<file path="config.mk">
export PLATFORM = sky130hd
export DESIGN_NAME = demux_dispatch_ctrl
export DESIGN_NICKNAME = d
export VERILOG_FILES = /design/src/rtl/demux_pkg.sv /design/src/rtl/demux_timeout_cnt.sv /design/src/rtl/demux_dispatch_ctrl.sv
export SDC_FILE = /design/constraint.sdc
export NUM_CORES = 1
export LEC_CHECK = 0
export ABC_AREA = 1
export CORE_MARGIN = 2
export CORE_UTILIZATION = 40
export CTS_CLUSTER_SIZE = 30
export DETAILED_ROUTE_END_ITERATION = 10
export PLACE_DENSITY_LB_ADDON = 0.08
export SYNTH_ARGS = -nofsm -noshare
export SYNTH_HDL_FRONTEND = slang
export SYNTH_HIERARCHICAL = 1
export SYNTH_SLANG_ARGS = --single-unit
</file>
<file path="constraint.sdc">
create_clock -name clk -period 2.6 [get_ports clk]
set_input_delay 0.78 -clock clk [delete_from_list [all_inputs] [get_ports clk]]
set_output_delay 0.78 -clock clk [all_outputs]
set_load 0.02 [all_outputs]
</file>
<file path="src/rtl/demux_pkg.sv">
// ---------------------------------------------------------------------------
// demux_pkg
// Shared types and helpers for the byte dispatch controller and its
// sub-blocks.
//   state_t    : controller FSM states (IDLE, HOLD)
//   NCH, SELW  : number of output channels and width of the channel select
//   sel2onehot : 2-bit channel select to 4-bit one-hot valid vector
// ---------------------------------------------------------------------------
package demux_pkg;

   localparam int NCH  = 4;
   localparam int SELW = 2;

   typedef enum logic {
      IDLE = 1'b0,
      HOLD = 1'b1
   } state_t;

   function automatic logic [NCH-1:0] sel2onehot(input logic [SELW-1:0] sel);
      logic [NCH-1:0] w_oh;
      w_oh      = '0;
      w_oh[sel] = 1'b1;
      return w_oh;
   endfunction

endpackage

</file>
<file path="src/rtl/demux_timeout_cnt.sv">
// ---------------------------------------------------------------------------
// demux_timeout_cnt
// 8-bit wait counter with an expire flag, meant to be reused by any channel
// controller that must give up on a stalled consumer.
//   clk    : clock, rising edge
//   rst    : asynchronous active-high reset (counter -> 0)
//   clr    : synchronous clear (wins over en)
//   en     : count this cycle (one more cycle spent waiting)
//   expire : combinational; high while en=1 and the counter sits at
//            TIMEOUT-1, i.e. this edge completes the TIMEOUT-th wait cycle
// Parameter TIMEOUT (0..255): 0 disables the watchdog, the counter then
// stays at 0 and expire never asserts.
// ---------------------------------------------------------------------------
module demux_timeout_cnt #(
   parameter int TIMEOUT = 15
) (
   input  logic clk,
   input  logic rst,
   input  logic clr,
   input  logic en,
   output logic expire
);

   localparam bit         LP_ACTIVE = (TIMEOUT != 0);
   localparam logic [7:0] LP_LAST   = LP_ACTIVE ? 8'(TIMEOUT - 1) : 8'd0;

   logic [7:0] r_cnt;

   always_ff @(posedge clk or posedge rst) begin
      if (rst) begin
         r_cnt <= 8'd0;
      end else if (clr) begin
         r_cnt <= 8'd0;
      end else if (en && LP_ACTIVE) begin
         r_cnt <= r_cnt + 8'd1;
      end
   end

   assign expire = LP_ACTIVE && en && (r_cnt == LP_LAST);

endmodule

</file>
<file path="src/rtl/demux_dispatch_ctrl.sv">
// ---------------------------------------------------------------------------
// demux_dispatch_ctrl
// Single-entry dispatch controller sequencing a 1-to-4 byte demultiplexer.
// A byte plus destination is accepted from upstream, held, and offered to
// exactly one output channel. A watchdog drops the byte if the selected
// channel stays not-ready for TIMEOUT HOLD cycles.
//
// Handshakes: a transfer happens on a rising edge where valid and ready are
// both high; valid never depends on ready of the same interface, and a
// holder keeps data stable until its transfer (or a watchdog drop).
//
// Ports:
//   clk, rst        : clock (rising) and asynchronous active-high reset
//   in_data/in_dest : byte and channel offered upstream, qualified by in_valid
//   in_valid        : upstream offers a byte
//   in_ready        : high in IDLE; the controller takes one byte
//   out_data        : held byte, shared by all channels
//   out_sel         : demux select = held destination
//   out_valid[3:0]  : one-hot valid towards the selected channel
//   out_ready[3:0]  : per-channel ready; only the selected bit is looked at
//   busy            : high while a byte is held (FSM state == HOLD, doubles
//                     as the state debug view)
//   drop_pulse      : registered one-cycle pulse after a watchdog drop
// Optional (macro DEMUX_DISPATCH_STATS_EN):
//   stat_cnt[31:0]  : four 8-bit saturating delivery counters, ch n at [8n+7:8n]
//   drop_cnt[7:0]   : saturating count of drop_pulse events
// ---------------------------------------------------------------------------
module demux_dispatch_ctrl
   import demux_pkg::*;
#(
   parameter int DW      = 8,
   parameter int TIMEOUT = 15
) (
   input  logic            clk,
   input  logic            rst,
   input  logic [DW-1:0]   in_data,
   input  logic [SELW-1:0] in_dest,
   input  logic            in_valid,
   output logic            in_ready,
   output logic [DW-1:0]   out_data,
   output logic [SELW-1:0] out_sel,
   output logic [NCH-1:0]  out_valid,
   input  logic [NCH-1:0]  out_ready,
   output logic            busy,
`ifdef DEMUX_DISPATCH_STATS_EN
   output logic [31:0]     stat_cnt,
   output logic [7:0]      drop_cnt,
`endif
   output logic            drop_pulse
);

   state_t          r_state;
   state_t          w_state_nxt;
   logic [DW-1:0]   r_data;
   logic [SELW-1:0] r_sel;
   logic            r_drop;

   logic            w_accept;
   logic            w_ready_sel;
   logic            w_deliver;
   logic            w_expire;

   assign w_accept    = (r_state == IDLE) && in_valid;
   assign w_ready_sel = out_ready[r_sel];
   assign w_deliver   = (r_state == HOLD) && w_ready_sel;

   // en excludes the delivery cycle, so expire can only fire when the
   // selected channel is not ready: delivery always wins a tie.
   demux_timeout_cnt #(
      .TIMEOUT (TIMEOUT)
   ) u_timeout (
      .clk    (clk),
      .rst    (rst),
      .clr    (w_accept),
      .en     ((r_state == HOLD) && !w_ready_sel),
      .expire (w_expire)
   );

   always_ff @(posedge clk or posedge rst) begin
      if (rst) begin
         r_state <= IDLE;
      end else begin
         r_state <= w_state_nxt;
      end
   end

   always_comb begin
      w_state_nxt = r_state;
      case (r_state)
         IDLE:    if (in_valid) w_state_nxt = HOLD;
         HOLD:    if (w_deliver || w_expire) w_state_nxt = IDLE;
         default: w_state_nxt = IDLE;
      endcase
   end

   always_ff @(posedge clk or posedge rst) begin
      if (rst) begin
         r_data <= '0;
         r_sel  <= '0;
         r_drop <= 1'b0;
      end else begin
         if (w_accept) begin
            r_data <= in_data;
            r_sel  <= in_dest;
         end
         // expire implies HOLD -> IDLE, so this can never be high twice in a row
         r_drop <= w_expire;
      end
   end

   assign in_ready   = (r_state == IDLE);
   assign busy       = (r_state == HOLD);
   assign out_data   = r_data;
   assign out_sel    = r_sel;
   assign out_valid  = (r_state == HOLD) ? sel2onehot(r_sel) : '0;
   assign drop_pulse = r_drop;

`ifdef DEMUX_DISPATCH_STATS_EN
   logic [NCH-1:0][7:0] r_stat;
   logic [7:0]          r_drop_cnt;

   always_ff @(posedge clk or posedge rst) begin
      if (rst) begin
         r_stat     <= '0;
         r_drop_cnt <= 8'd0;
      end else begin
         if (w_deliver && (r_stat[r_sel] != 8'hFF)) begin
            r_stat[r_sel] <= r_stat[r_sel] + 8'd1;
         end
         if (r_drop && (r_drop_cnt != 8'hFF)) begin
            r_drop_cnt <= r_drop_cnt + 8'd1;
         end
      end
   end

   assign stat_cnt = r_stat;
   assign drop_cnt = r_drop_cnt;
`endif

endmodule

</file>
==> flow_summary.json <==
{
  "diodes": 0,
  "switching_share_pct": 43.4,
  "period_share_pct": 93.6,
  "wirelength_mm": 2.22,
  "drt-pass1-iter-count": 4,
  "fmax_ghz": 0.411,
  "initial_core_util_pct": 42.0,
  "drv_slew": 0,
  "leakagePower_nw": 0.672,
  "area_delta_synth_final_pct": 36.3,
  "drc": 0,
  "final-instance-count-excl-fill": 194,
  "ys_ff_latch": 20,
  "syn_nets": 147,
  "synth_edf_count": 0,
  "r2r_cells": 11,
  "crit_path_max_fanout": 5,
  "worst_slew_pin_slew_ps": 461,
  "synth_common_cells": "nand2_1, dfrtp_1, inv_1, nor2_1, nand3_1",
  "via_per_inst": 4.78,
  "ios": 34,
  "seq_power_share_pct": 34.5,
  "clock_power_share_pct": 10.4,
  "p_int_mw": 0.809,
  "post-place-ws_ps": 298,
  "yosysTopAreaCell": "dfrtp_1",
  "reg2reg_slack_ps": 970,
  "numCtsBuffers": 3,
  "switchingPower_mw": 0.621,
  "num_rows": 18,
  "async_reset_ff_share_pct": 100,
  "rr_startpoint": "out_sel[1]$_DFFE_PP0P_",
  "dp_hpwl_mm": 1.70,
  "p_per_area_nw_per_um2": 1010,
  "crit_path_max_incr_delay_ps": 610,
  "synth_area_leaders": "dfrtp_1, nand2_1, inv_1",
  "hold_class": "flop to flop",
  "clkLatencyLatePin_ps": 310,
  "die_area_sq_um": 3030,
  "drtAntennaViolNets": 0,
  "clockRootBuffer": "clkbuf_4",
  "status": "finished, final reports clean",
  "finalPower_mw": 1.43,
  "hold_path_end": "drop_pulse$_DFF_PP0_",
  "ctsResizeCount": 0,
  "grt_pass1_vias": 840,
  "path_class": "flop to primary output",
  "cts_max_level": 1,
  "worst-path-buf-inv": 2,
  "yosysMostFrequentCell": "nand2_1",
  "port-buffer-count": 33,
  "antenna_found_initial": 0,
  "grt_max_degree": 16,
  "vias": 927,
  "fp.dieH_um": 55.0,
  "ctsLongestPathBuffers": 2,
  "min_from": "u_timeout/r_cnt[7]$_DFFE_PP0P_",
  "maxCapViolCount": 0,
  "synth_cell_types": 22,
  "drive_above_1_share_pct": 14.0,
  "fin_skew_ps": 12.8,
  "place_congestion": 0.719,
  "timing.final.setup_violations": 0,
  "fin_nets": 185,
  "wire_per_inst_um": 11.4,
  "core_sq_um": 2480,
  "worst_setup_path_start_kind": "flop",
  "hold_path_depth": 1,
  "fill_cells": 252,
  "synth.avg_cell_area_sq_um": 8.13,
  "tritoncts": "yes",
  "arrival_ps": 1650,
  "syn-cell-area_sq_um": 1040,
  "postCtsSetupBuffers": 0,
  "timing.rr.end": "u_timeout/r_cnt[7]$_DFFE_PP0P_",
  "rsz0062_at_grt": "false",
  "ys.flop_type": "dfrtp_1",
  "grt_first_pass_wirelength_mm": 3.73,
  "critical-path-slowest-cell": "clkdlybuf4s50_1",
  "setup_slack_ps": 165,
  "die_w_um": 55.0,
  "max_slew_margin_pct": 69.2,
  "synth_top_cell_area_share_pct": 48.1,
  "synth_warnings": 6,
  "crit_family": "buffers and inverters",
  "irDropWorstVdd_uv": 775,
  "crit_chain": "inv_1, nand2_1, nor2_1, clkdlybuf4s50_1",
  "cts_num_sinks": 20,
  "hold_viol": 0,
  "yosysSeqAreaShare_pct": 48.1,
  "setup_tns_ps": 0,
  "layout_min_cycle_time_ps": 2430,
  "drtIter0Drc": 14,
  "power_frac_comb_pct": 55.1,
  "hold_buffers": 0,
  "grt-ovfl-total": 0,
  "critPathRequiredTime_ps": 1820,
  "dp.cells": 191,
  "synth_cells": 128,
  "grt_usage_pct": 17.6,
  "setup.worst_path.end_class": "primary output",
  "path_clk_slew_ps": 120
}
[kinds of logic (layout without fill, tap and decap cells)]
| logic type | Yosys count | after routing | synth area share (%) |
|---|---|---|---|
| buffers and inverters | 21 | 57 | 9.37 |
| AO/OA/AOI/OAI | 9 | 9 | 4.69 |
| AND/OR/NAND/NOR | 76 | 76 | 35.5 |
| adder cells (fa/ha/maj) | 2 | 2 | 2.40 |
| flip-flops | 20 | 20 | 48.1 |
[routing by layer]
layer / track usage, % / wire (um)
met1: 21.4 / 967
met2: 30.2 / 1090
met3: 3.76 / 146
met4: 7.32 / 14
met5: 0 / 0
[power by group through the flow]
stage | logic (mW) | registers [mW] | clock network, mW
after CTS | 0.799 | 0.495 | 0.157
final | 0.788 | 0.494 | 0.149
after floorplan | 0.366 | 0.602 | 0
after global routing | 0.868 | 0.504 | 0.168
after detailed placement | 0.797 | 0.500 | 0
after global placement | 0.784 | 0.497 | 0
[layout make-up]
| type | instances | area [sq um] | share of cell area (%) |
|---|---|---|---|
| flip-flops and latches | 20 | 500 | 35.3 |
| clock buffers | 3 | 22.5 | 1.59 |
| well taps | 30 | 37.5 | 2.65 |
| inverters | 20 | 77.6 | 5.47 |
| repair buffers | 34 | 338 | 23.8 |
| multi-input cells | 87 | 443 | 31.2 |
[layout by cell type, fill, tap and decap left out, types with 2 or more instances in the layout]
cell type,count
nand2_1,40
clkdlybuf4s50_1,33
dfrtp_1,20
inv_1,14
nor2_1,8
nand3_1,7
nand2_2,5
nor3_1,5
inv_2,4
nor2_4,4
a21oi_1,4
clkbuf_4,3
o21ai_1,3
nor2_2,2
nand4_1,2
ha_1,2
[how the worst max path moves through the flow]
stage,startpoint,end,cells past startpoint
after detailed placement,out_ready[2],u_timeout/r_cnt[7]$_DFFE_PP0P_,11
after CTS,out_sel[1]$_DFFE_PP0P_,out_valid[0],4
after global routing,out_sel[1]$_DFFE_PP0P_,out_valid[0],4
final,out_sel[1]$_DFFE_PP0P_,out_valid[0],4
after global placement,out_ready[2],busy$_DFF_PP0_,9
after floorplan,out_ready[2],busy$_DFF_PP0_,8
[flip-flops by register name, summed over array words and instances (netlist names)]
signal	cells
out_data	8
u_timeout/r_cnt	8
out_sel	2
busy	1
drop_pulse	1
[through the flow]
step | instance area [sq um] | hold WS, ps | util [%]
6_report | 1420 | 464 | 57.3
5_1_grt | 1420 | 488 | 57.3
4_1_cts | 1420 | 467 | 57.3
3_5_place_dp | 1400 | 451 | 56.4
3_3_place_gp | 1400 | 452 | 56.4
2_1_floorplan | 1040 | 419 | -
Note: power is estimated with default switching activity, not from simulation.
